File: src/rtl/acoustics_pkg.sv
// Shared definitions for the acoustics front end: capture sequencer state
// encoding and default SIPO/logger sizing.
package acoustics_pkg;

    typedef enum logic [2:0] {
        ST_IDLE    = 3'd0,
        ST_CONVERT = 3'd1,
        ST_SHIFT   = 3'd2,
        ST_LATCH   = 3'd3,
        ST_DONE    = 3'd4
    } state_t;

    localparam int DEF_DATA_BITS    = 16;
    localparam int DEF_CONV_CYCLES  = 8;
    localparam int DEF_NUM_SAMPLES  = 1024;
    localparam int DEF_SAMPLE_CNT_W = 10;

    localparam int PHASE_CNT_W = 8;
    localparam int BIT_CNT_W   = 5;

endpackage

File: src/rtl/phase_counter.sv
// Up-counter with synchronous clear (priority over enable) and a
// terminal-count flag raised while the count equals TERMINAL.
module phase_counter #(
    parameter int WIDTH    = 8,
    parameter int TERMINAL = 0
) (
    input  logic             clk,
    input  logic             reset,
    input  logic             clr_i,
    input  logic             en_i,
    output logic [WIDTH-1:0] count_o,
    output logic             tc_o
);

    logic [WIDTH-1:0] count_q, count_d;

    always_comb begin
        count_d = count_q;
        if (clr_i) begin
            count_d = '0;
        end else if (en_i) begin
            count_d = count_q + WIDTH'(1);
        end
    end

    always_ff @(posedge clk) begin
        if (reset) begin
            count_q <= '0;
        end else begin
            count_q <= count_d;
        end
    end

    assign count_o = count_q;
    assign tc_o    = (count_q == WIDTH'(TERMINAL));

endmodule

File: src/rtl/sipo_capture_sequencer.sv
// Moore FSM sequencing one capture window: per sample it converts, shifts
// DATA_BITS serial bits into the SIPO register and latches the word.
module sipo_capture_sequencer
    import acoustics_pkg::*;
#(
    parameter int DATA_BITS    = DEF_DATA_BITS,
    parameter int CONV_CYCLES  = DEF_CONV_CYCLES,
    parameter int NUM_SAMPLES  = DEF_NUM_SAMPLES,
    parameter int SAMPLE_CNT_W = DEF_SAMPLE_CNT_W
) (
    input  logic                    clk,
    input  logic                    reset,
    input  logic                    control_signal,
    input  logic                    abort,
    output logic                    adc_convst,
    output logic                    adc_cs_n,
    output logic                    sipo_shift_en,
    output logic                    sipo_latch,
    output logic                    data_logging,
    output logic                    data_ready,
    output logic                    capture_done,
    output logic [SAMPLE_CNT_W-1:0] sample_count,
    output logic [4:0]              bit_count
);

    // One spare bit so the count can reach NUM_SAMPLES = 2^SAMPLE_CNT_W.
    localparam int SCNT_W = SAMPLE_CNT_W + 1;

    state_t state_q, state_d;

    logic                   start, abort_act;
    logic                   phase_tc, bit_tc, samp_tc;
    logic [PHASE_CNT_W-1:0] phase_cnt;
    logic [BIT_CNT_W-1:0]   bit_cnt;
    logic [SCNT_W-1:0]      samp_cnt;
    logic                   unused_ok;

    function automatic logic [SAMPLE_CNT_W-1:0] sat_count(input logic [SCNT_W-1:0] c);
        if (c[SCNT_W-1]) begin
            return '1;
        end
        return c[SAMPLE_CNT_W-1:0];
    endfunction

    assign start     = (state_q == ST_IDLE) && control_signal && !abort;
    assign abort_act = abort && ((state_q == ST_CONVERT) || (state_q == ST_SHIFT) ||
                                 (state_q == ST_LATCH));

    phase_counter #(.WIDTH(PHASE_CNT_W), .TERMINAL(CONV_CYCLES - 1)) u_phase (
        .clk    (clk),
        .reset  (reset),
        .clr_i  ((state_q != ST_CONVERT) || phase_tc || abort_act),
        .en_i   (state_q == ST_CONVERT),
        .count_o(phase_cnt),
        .tc_o   (phase_tc)
    );

    phase_counter #(.WIDTH(BIT_CNT_W), .TERMINAL(DATA_BITS - 1)) u_bit (
        .clk    (clk),
        .reset  (reset),
        .clr_i  ((state_q == ST_IDLE) || (state_q == ST_LATCH) || abort_act),
        .en_i   (state_q == ST_SHIFT),
        .count_o(bit_cnt),
        .tc_o   (bit_tc)
    );

    // An abort during LATCH drops the sample, so the count must not advance.
    phase_counter #(.WIDTH(SCNT_W), .TERMINAL(NUM_SAMPLES - 1)) u_sample (
        .clk    (clk),
        .reset  (reset),
        .clr_i  (start),
        .en_i   ((state_q == ST_LATCH) && !abort),
        .count_o(samp_cnt),
        .tc_o   (samp_tc)
    );

    assign unused_ok = ^phase_cnt;

    always_ff @(posedge clk) begin
        if (reset) begin
            state_q <= ST_IDLE;
        end else begin
            state_q <= state_d;
        end
    end

    always_comb begin
        state_d       = state_q;
        adc_convst    = 1'b0;
        adc_cs_n      = 1'b1;
        sipo_shift_en = 1'b0;
        sipo_latch    = 1'b0;
        data_logging  = 1'b0;
        data_ready    = 1'b0;
        capture_done  = 1'b0;
        case (state_q)
            ST_IDLE: begin
                if (start) state_d = ST_CONVERT;
            end
            ST_CONVERT: begin
                adc_convst   = 1'b1;
                data_logging = 1'b1;
                if (abort)         state_d = ST_IDLE;
                else if (phase_tc) state_d = ST_SHIFT;
            end
            ST_SHIFT: begin
                adc_cs_n      = 1'b0;
                sipo_shift_en = 1'b1;
                data_logging  = 1'b1;
                if (abort)       state_d = ST_IDLE;
                else if (bit_tc) state_d = ST_LATCH;
            end
            ST_LATCH: begin
                sipo_latch   = 1'b1;
                data_ready   = 1'b1;
                data_logging = 1'b1;
                if (abort)        state_d = ST_IDLE;
                else if (samp_tc) state_d = ST_DONE;
                else              state_d = ST_CONVERT;
            end
            ST_DONE: begin
                capture_done = 1'b1;
                state_d      = ST_IDLE;
            end
            default: state_d = ST_IDLE;
        endcase
    end

    assign sample_count = sat_count(samp_cnt);
    assign bit_count    = bit_cnt;

endmodule

File: config.mk
export PLATFORM = sky130hd
export DESIGN_NAME = sipo_capture_sequencer
export DESIGN_NICKNAME = d
export VERILOG_FILES = /design/src/rtl/acoustics_pkg.sv /design/src/rtl/phase_counter.sv /design/src/rtl/sipo_capture_sequencer.sv
export SDC_FILE = /design/constraint.sdc
export NUM_CORES = 1
export LEC_CHECK = 0
export CORE_MARGIN = 2
export CORE_UTILIZATION = 46
export CTS_CLUSTER_SIZE = 10
export DETAILED_ROUTE_END_ITERATION = 6
export PLACE_DENSITY_LB_ADDON = 0.05
export SLEW_MARGIN = 10
export SYNTH_ARGS = -nofsm -noshare
export SYNTH_HDL_FRONTEND = slang
export SYNTH_SLANG_ARGS = --single-unit
File: constraint.sdc
create_clock -name clk -period 1.5 [get_ports clk]
set_clock_uncertainty 0.05 [all_clocks]
set_input_delay 0.225 -clock clk [delete_from_list [all_inputs] [get_ports clk]]
set_output_delay 0.225 -clock clk [all_outputs]
set_load 0.005 [all_outputs]
==> run_results.csv, run 1 <==
group,metric,value,unit
status,run_status,"finished with violations",
status,violations,"negative setup slack",
finish,finalCoreUtilization,73.9,%
sta,setup_viol_count_final,24,
power,static-leakage-power,0.00100,uW
clock_network,deepest_clock_path_buffer_count,2,
critical_path,worst_ep_required_time,1.72,ns
synth,synth_top_family_by_area,"simple AND/OR/NAND/NOR gates",
routing,ant_nets,0,
floorplanning,die-height,59.2,um
synth,yosys_warnings,0,
sta,postLayoutSetupSlackWorst,-0.0879,ns
global_routing,grt-ovfl-total,0,
synth,synth_top_flop_cell,"dfxtp_1",
finish,multi_input_area,932,sq um
routing,via_count,1338,
power,fin_total_pwr,1390,uW
synth,average_footprint_of_a_synthesized_cell,8.77,sq um
finish,sequential_cell_area,564,sq um
floorplanning,pin_count,26,
synth,synth_async_sr_flop_share,0,%
synth,ys_top_cells_by_area,"dfxtp_1, xor2_1, nor2_1",
finish,drive_above_1_share,49.8,%
routing,route.final.wire_length,3.43,mm
global_routing,grt_start_max_net_pins,16,
synth,postSynthRegisterBits,27,
synth,proportion_of_synthesized_area_in_mux_cells,2.14,%
finish,n_antenna_cell,0,
synth,synth-compound-area-share,6.06,%
worst_hold_path,worst_hold_path.endpoint,"u_phase.count_o[0]",
synth,post_synthesis_cell_area,1400,sq um
floorplanning,std_cell_rows,20,
flow_run,timing.max_cap.violations,0,
clock_network,clk_pin_slew,0.15,ns
clock_network,cts-buffers-inserted,3,
worst_hold_path,hp-class,"reg -> reg",
synth,synthesis.nets,168,
routing,drt_iter0_drc,20,
critical_path,reg2reg_from,"state_q[2]",
routing,drc,0,
worst_hold_path,hold_depth,1,
global_routing,vias_in_the_first_global_route,1184,
clock_network,cts.root.buffer_cell,"clkbuf_4",
sta,maxSlewViolCount,0,
synth,synthesis.instances,160,
finish,layout.nets,236,
floorplanning,coreArea,2980,sq um
synth,synth_top_area_cell,"dfxtp_1",
sta,achievable-frequency,0.630,GHz
critical_path,cp_max_fo,3,
clock_network,tritoncts_clock_tree,"done",
clock_network,clkSinkCount,27,
critical_path,reg2reg_to,"state_q[0]",
floorplanning,fp.dieArea,3510,sq um
place,globalplace.congestion,0.805,
sta,finalCritPeriodShare,106,%
sta,slew_headroom,82.0,%
synth,sequential_fraction_of_the_synthesis_area,38.5,%
synth,yosys.cell_types.count,39,
finish,layout.filler_cells,217,
place,place_hpwl,2.13,mm
clock_network,cts_max_level,1,
global_routing,grt_first_pass_wirelength,5.20,mm
clock_network,worstSkewPairLatency,0.33,ns
synth,post-synth-top-area-fraction,38.5,%
synth,synthAdderAreaFrac,3.57,%
routing,routed_wire_length_per_instance,13.2,um
power,power.ir.vdd_worst,456,uV
routing,drt-vias-per-instance,5.15,
finish,layout.cells.most_common,"buf_4",
global_routing,grt_usage,19.8,%
critical_path,critPathKind,"reg -> reg",
synth,yosys.area_share.xor_xnor,11.9,%
global_routing,grt_antenna_before_repair,0,
sta,unrepaired_setup_endpoints_after_global_routing,"yes",
sta,timing.final.crit_period,1.59,ns
critical_path,worstRegToRegCells,6,
worst_hold_path,worst_hold_start,"u_phase.count_o[0]",
finish,synthesis_to_layout_area_growth,56.9,%
critical_path,r2r_setup_slack,-0.09,ns
sta,timing_worst_slew_pin_value,0.270,ns
critical_path,startpoint_kind_of_the_worst_setup_timing_path,"flip-flop",
finish,most_frequent_cells_in_the_layout,"buf_4, buf_6, nor2_1, xor2_1, dfxtp_1",
critical_path,arrival,1.81,ns
clock_network,postCtsHoldBufs,0,
floorplanning,initial_core_utilization,47.1,%
place,port_buffers,25,
routing,detailedRoute.firstPassIterationCount,4,
floorplanning,die_w,59.2,um
synth,synth_edf_count,0,
synth,synth-simple-area-share,33.5,%
sta,hold_viol_final,0,
critical_path,category_of_the_worst_setup_path_capture_point,"flip-flop",
power,pwr_density_cell,630,nW/um^2
## report_power, final
| part | switching, uW | internal [uW] | leakage, uW |
|---|---|---|---|
| clock | 226 | 100 | 0.0000177 |
| sequential | 7.97 | 724 | 0.000224 |
| combinational | 141 | 188 | 0.000762 |
## layer usage
| layer | GRT usage [%] | up-vias | wire length, um |
|---|---|---|---|
| met2 | 33.8 | 22 | 1810 |
| met4 | 7.79 | 0 | 48 |
| met5 | 0 | - | 0 |
| li1 | - | 678 | - |
| met1 | 25.0 | 633 | 1490 |
| met3 | 2.62 | 5 | 80 |
## sequential cells by signal, summed over array words and instances, names as in the netlist
register and flops:
state_q 3, u_bit.count_o 5, u_sample.count_o 11, u_phase.count_o 8
## critical path, stage by stage (launching register included)
cell and delay, ns:
dfxtp_4 0.39, buf_6 0.13, buf_6 0.11, and4bb_2 0.30, nor2_1 0.05, a2111o_1 0.39, o21ai_1 0.12
## Yosys cell counts (2+ instances only)
library cell and n:
buf_4 2, or3_1 2, or2_2 10, and2_1 6, nand2b_1 2, inv_1 2
xor2_1 17, dfxtp_1 27, or2_1 2, nand3_1 5, nand4_1 9, nand2_1 8
clkbuf_1 2, buf_6 2, a21oi_1 3, a211oi_1 2, nor2_1 28, xnor2_1 2
mux2i_1 3, ha_1 4, and3_1 2, and4_1 3
## worst max path at each step
stage	from	endpoint	depth (start not counted)
after floorplan	state_q[1]	u_phase.count_o[1]	6
after global placement	abort	u_sample.count_o[9]	5
after detailed placement	abort	u_sample.count_o[9]	5
after CTS	state_q[2]	u_sample.count_o[9]	6
after global routing	state_q[2]	u_sample.count_o[9]	6
final	state_q[2]	state_q[0]	6
## repair_timing
action,in CTS,in global routing
hold endpoints to repair,0,0
resized for setup,109,37
pin swaps,18,20
buffers inserted,17,5
endpoints found under the setup margin,39,42
## logic make-up after synthesis
group,Yosys count
AO/OA/AOI/OAI,12
XOR/XNOR,19
adder cells (fa/ha/maj),4
buffers and inverters,10
flip-flops,27
multiplexers,3
AND/OR/NAND/NOR,85
## final cells by class
cell class,instances,share of cell area (%)
timing repair buffer,70,28.3
tap,33,1.88
inverter,3,0.625
clock buffer,3,1.02
sequential,27,25.6
clock inverter,1,0.227
multi-input combinational,123,42.3
## through the flow
stage | hold WS (ns) | worst slack (ns) | cells | cell area (sq um) | TNS, ns
2_1_floorplan | 0.254 | 0.00357 | 160 | 1410 | 0
3_3_place_gp | 0.389 | -0.259 | 234 | 1820 | -3.34
3_5_place_dp | 0.392 | -0.309 | 234 | 1820 | -3.90
4_1_cts | 0.420 | -0.129 | 255 | 2050 | -1.05
5_1_grt | 0.448 | -0.149 | 260 | 2200 | -2.67
6_report | 0.421 | -0.0879 | 260 | 2200 | -0.978
Power figures use the tool's default switching activity.
==> inputs of run 2 (changes only) <==
REMOVE_ABC_BUFFERS = 1   (was not set)
==> run 2 against run 1 <==
Against the previous run:
- critical path type unchanged
- routed wire length increased by 15%
- highest routed layer unchanged
- largest cell class unchanged
- hold slack improved by 0.016 ns
- critical path depth increased by 2
- via count increased by 3.9%
- die area unchanged
- sequential power increased by 1%
- the flow still finishes with violations (negative setup slack)
- fmax decreased by 4.3%
- non-clock buffer count increased by 1
- design area increased by 3.2%
==> run_results.csv, run 2 (same netlist as run 1, synthesis figures left out) <==
group,metric,value,unit
sta,setup_viol_count_final,22,
place,globalplace.congestion,0.848,
floorplanning,die-height,59.2,um
critical_path,reg2reg_to,"state_q[1]",
status,run_status,"finished with violations",
power,p_switching,372,uW
global_routing,grt-ovfl-total,0,
power,swShare,27.0,%
worst_hold_path,hp-class,"reg -> reg",
floorplanning,coreArea,2980,sq um
critical_path,r2r_setup_slack,-0.16,ns
clock_network,cts_max_level,1,
finish,most_frequent_cells_in_the_layout,"buf_4, buf_6, nor2_1, xor2_1, dfxtp_1",
power,p_comb_share,22.9,%
critical_path,slowest_delay,0.38,ns
floorplanning,pin_count,26,
sta,postLayoutSetupSlackWorst,-0.160,ns
routing,drc,0,
power,power.ir.vdd_worst,406,uV
routing,route.final.wire_length,3.94,mm
routing,routed_wire_length_per_instance,15.1,um
sta,achievable-frequency,0.603,GHz
routing,ant_nets,0,
clock_network,cts-buffers-inserted,3,
finish,finalNonFillerCells,261,
flow_run,timing.max_cap.violations,0,
power,static-leakage-power,0.000982,uW
critical_path,category_of_the_worst_setup_path_capture_point,"flip-flop",
sta,maxSlewViolCount,0,
power,clock_power_share,23.5,%
clock_network,clkSinkCount,27,
finish,multi_input_area,987,sq um
global_routing,grt_first_pass_wirelength,5.94,mm
finish,layout.filler_cells,209,
global_routing,vias_in_the_first_global_route,1318,
critical_path,startpoint_kind_of_the_worst_setup_timing_path,"flip-flop",
global_routing,grt_usage,22.4,%
critical_path,arrival,1.87,ns
finish,largest_reg_flops,11,
critical_path,critical_path_depth,8,
sta,slew_headroom,80.0,%
routing,detailedRoute.firstPassIterationCount,5,
sta,timing_worst_slew_pin_value,0.299,ns
finish,layout.nets,237,
critical_path,worstRegToRegCells,8,
global_routing,grt_start_max_net_pins,15,
floorplanning,die_w,59.2,um
finish,layout.cells.most_common,"buf_4",
clock_network,cts.root.buffer_cell,"clkbuf_4",
finish,drive_above_1_share,51.3,%
critical_path,critPathKind,"reg -> reg",
finish,synthesis_to_layout_area_growth,61.9,%
routing,drt_iter0_drc,54,
place,dp_cells,235,
critical_path,timing.critical_path.mode_cell,"buf_6",
clock_network,clk_pin_slew,0.15,ns
finish,finalCoreUtilization,76.3,%
critical_path,worst-path-buf-inv,4,
critical_path,startpoint,"state_q[2]",
sta,unrepaired_setup_endpoints_after_global_routing,"yes",
worst_hold_path,worst_hold_start,"u_phase.count_o[0]",
critical_path,worst_path_dominant_cell_family,"simple AND/OR/NAND/NOR gates",
critical_path,critical_path.endpoint,"state_q[1]",
sta,hold_viol_final,0,
finish,n_antenna_cell,0,
sta,timing.final.crit_period,1.66,ns
power,pwr_density_cell,607,nW/um^2
place,port_buffers,25,
status,violations,"negative setup slack",
critical_path,path_cells,"buf_6 > buf_6 > nor3b_4 > buf_6 > buf_4 > nor2_1 > or3_1 > mux2i_1",
clock_network,tritoncts_clock_tree,"done",
power,pwr-share-seq,53.6,%
clock_network,postCtsHoldBufs,0,
critical_path,cp_max_fo,3,
routing,drt-vias-per-instance,5.33,
critical_path,slowest_stage,"dfxtp_4",
finish,sequential_cell_area,563,sq um
floorplanning,std_cell_rows,20,
clock_network,deepest_clock_path_buffer_count,2,
critical_path,worst_ep_required_time,1.71,ns
global_routing,grt_antenna_before_repair,0,
floorplanning,fp.dieArea,3510,sq um
routing,via_count,1390,
place,place_hpwl,2.26,mm
power,internal_power,1010,uW
sta,final.setup.tns,-1.70,ns
clock_network,worstSkewPairLatency,0.33,ns
sta,finalCritPeriodShare,111,%
floorplanning,initial_core_utilization,47.1,%
critical_path,reg2reg_from,"state_q[2]",
[run 2: changes by cell type in the layout (fill, tap and decap cells not counted), moves of 2 or more]
cell | before | now
buf_4 | 30 | 32
clkbuf_2 | 3 | 1
nand3_1 | 4 | 2
buf_6 | 25 | 23
[run 2: power groups by stage]
| stage | registers [uW] | logic [uW] | clock network (uW) |
|---|---|---|---|
| after CTS | 737 | 273 | 339 |
| after floorplan | 755 | 97.6 | 0 |
| after global routing | 740 | 338 | 360 |
| after detailed placement | 756 | 209 | 0 |
| after global placement | 756 | 206 | 0 |
| final | 739 | 315 | 324 |
[run 2: how the worst min path moves through the flow]
stage          slack, ns  cells after the start                  to
3_3_place_gp        0.39                      1  u_phase.count_o[0]
5_1_grt             0.46                      1  u_phase.count_o[0]
2_1_floorplan       0.25                      1          state_q[2]
4_1_cts             0.43                      1  u_phase.count_o[0]
3_5_place_dp        0.41                      1  u_phase.count_o[0]
6_report            0.44                      1  u_phase.count_o[0]
[run 2: final cells by class]
class	instances	area share (%)
Timing Repair Buffer	71	28.3
Sequential cell	27	24.8
Inverter	3	0.496
Tap cell	33	1.82
Clock buffer	4	1.16
Multi-Input combinational cell	123	43.4
[run 2: timing repair]
item,CTS,global route
buffers inserted,19,6
endpoints found under the setup margin,36,42
pin swaps,22,24
gates resized for setup,123,34
[run 2: metrics by stage]
stage          setup WS [ns]  power (uW)  hold slack, ns  instance area, sq um
6_report              -0.160        1380           0.437                  2270
5_1_grt               -0.217        1440           0.457                  2270
4_1_cts               -0.129        1350           0.434                  2130
3_5_place_dp          -0.295         965           0.410                  1830
3_3_place_gp          -0.265         961           0.391                  1830
2_1_floorplan         -0.119         853           0.254                  1350
[run 2: layer usage]
| layer | vias up | wire [um] | global-route usage, % |
|---|---|---|---|
| met3 | 8 | 104 | 2.62 |
| met1 | 669 | 1610 | 25.7 |
| met2 | 27 | 2160 | 42.2 |
| met5 | - | 0 | 0 |
| met4 | 0 | 59 | 7.14 |
| li1 | 686 | - | - |
==> inputs of run 3 (changes only) <==
CAP_MARGIN = 20   (was not set)
SKIP_CTS_REPAIR_TIMING = 1   (was not set)
==> run 3 against run 2 <==
Against the previous run:
- the flow still finishes with violations (negative setup slack)
- critical path type unchanged
- design area shrank 3.5%
- sequential share of layout area rose by 0.96 points
- routed wire length shrank 9.6%
==> run_results.csv, run 3 (same netlist as run 1, synthesis figures left out) <==
group,metric,value,unit
finish,most_frequent_cells_in_the_layout,"buf_4, nor2_1, dfxtp_1, buf_6, xor2_1",
routing,drc,0,
floorplanning,die_w,59.2,um
routing,detailedRoute.firstPassIterationCount,4,
sta,maxSlewViolCount,0,
place,placement.cell_area,1830,sq um
finish,final_cell_area,2190,sq um
critical_path,critPathKind,"reg -> reg",
critical_path,startpoint_kind_of_the_worst_setup_timing_path,"flip-flop",
floorplanning,std_cell_rows,20,
clock_network,cts.root.buffer_cell,"clkbuf_4",
worst_hold_path,hold_depth,1,
routing,drt-vias-per-instance,5.20,
routing,drt_iter0_drc,18,
critical_path,worst_path_dominant_cell_family,"simple AND/OR/NAND/NOR gates",
global_routing,grt_antenna_before_repair,0,
status,run_status,"finished with violations",
sta,hold_viol_final,0,
routing,met2_wire_len,1.97,mm
critical_path,cp_max_fo,8,
floorplanning,die-height,59.2,um
critical_path,category_of_the_worst_setup_path_capture_point,"flip-flop",
global_routing,grt_first_pass_wirelength,5.01,mm
sta,slew_headroom,81.9,%
power,power.ir.vdd_worst,394,uV
clock_network,cts-buffers-inserted,3,
sta,achievable-frequency,0.614,GHz
critical_path,path_cells,"or4_1 > o211ai_2 > or2_1 > buf_6 > nor2_1",
finish,multi_input_area,965,sq um
sta,timing.final.crit_period,1.63,ns
critical_path,reg2reg_from,"u_phase.count_o[3]",
place,port_buffers,25,
critical_path,startpoint,"u_phase.count_o[3]",
routing,detailroute.wirelength.met3,76,um
critical_path,r2r_setup_slack,-0.13,ns
critical_path,slowest_delay,0.56,ns
clock_network,clk_pin_slew,0.14,ns
finish,sequential_cell_area,564,sq um
routing,route.final.wire_length,3.56,mm
place,place_hpwl,2.26,mm
routing,ant_nets,0,
status,violations,"negative setup slack",
clock_network,clkSinkCount,27,
sta,unrepaired_setup_endpoints_after_global_routing,"yes",
clock_network,deepest_clock_path_buffer_count,2,
finish,synthesis_to_layout_area_growth,56.1,%
critical_path,reg2reg_to,"u_phase.count_o[3]",
clock_network,tritoncts_clock_tree,"done",
global_routing,grt-ovfl-total,0,
flow_run,timing.max_cap.violations,0,
power,static-leakage-power,0.00107,uW
finish,layout.filler_cells,219,
sta,timing_worst_slew_pin_value,0.271,ns
worst_hold_path,hp-class,"reg -> reg",
floorplanning,initial_core_utilization,47.1,%
sta,finalCritPeriodShare,109,%
finish,layout.nets,232,
clock_network,cts_max_level,1,
global_routing,vias_in_the_first_global_route,1185,
finish,layout.cells.most_common,"buf_4",
clock_network,worstSkewPairLatency,0.34,ns
sta,setup_viol_count_final,19,
floorplanning,pin_count,26,
finish,n_antenna_cell,0,
finish,largest_reg_flops,11,
sta,final.setup.tns,-1.29,ns
critical_path,slowest_stage,"or4_1",
critical_path,arrival,1.83,ns
routing,via_count,1332,
floorplanning,fp.dieArea,3510,sq um
place,globalplace.congestion,0.848,
routing,routed_wire_length_per_instance,13.9,um
worst_hold_path,worst_hold_start,"u_phase.count_o[0]",
finish,drive_above_1_share,47.1,%
routing,m1WireLength,1.47,mm
routing,dr.max_layer_used,"met4",
power,pwr_density_cell,642,nW/um^2
floorplanning,coreArea,2980,sq um
global_routing,grt_start_max_net_pins,15,
global_routing,grt_usage,18.6,%
critical_path,worstRegToRegCells,5,
worst_hold_path,worst_hold_path.endpoint,"u_phase.count_o[0]",
critical_path,worst-path-buf-inv,1,
sta,postLayoutSetupSlackWorst,-0.128,ns
critical_path,worst_ep_required_time,1.70,ns
-- run 3: worst max-delay path by stage --
stage / to / cells past startpoint
6_report: u_phase.count_o[3] / 5
5_1_grt: u_phase.count_o[5] / 8
4_1_cts: sipo_shift_en / 3
3_5_place_dp: u_sample.count_o[9] / 5
3_3_place_gp: u_sample.count_o[9] / 5
2_1_floorplan: u_sample.count_o[9] / 4
-- run 3: area by class of cell --
cell class / instances / area share (%)
Multi-Input combinational cell: 123 / 44.0
Timing Repair Buffer: 66 / 26.5
Sequential cell: 27 / 25.7
Tap cell: 33 / 1.88
Clock buffer: 4 / 1.20
Inverter: 3 / 0.628
-- run 3: layer usage --
layer | up-vias | track usage (%)
li1 | 668 | -
met1 | 645 | 23.0
met4 | 0 | 6.17
met3 | 5 | 2.84
met5 | - | 0
met2 | 14 | 32.7
-- run 3: stage by stage --
stage               worst slack, ns  hold WS (ns)  cells  utilization, %  power (uW)
floorplan                    -0.119         0.254    153               -         853
global placement             -0.265         0.391    235            61.3         961
detailed placement           -0.295         0.410    235            61.3         965
CTS                          -0.428         0.430    239            62.2        1290
global route                 -0.183         0.459    256            73.6        1460
finish                       -0.128         0.440    256            73.6        1410
-- run 3: worst register-to-register path, delay by kind of cell (launching register included) --
kind                   cells  cell delay [ns]
and+or+nand+nor            3             0.79
buffers and inverters      1             0.18
AOI/OAI and AO/OA          1             0.18
DFF                        1             0.34
-- run 3: report_power, final --
group	internal [uW]	leakage, uW	switching (uW)
sequential	723	0.000224	14.3
clock	105	0.0000150	229
combinational	193	0.000827	144
total	1020	0.00107	387
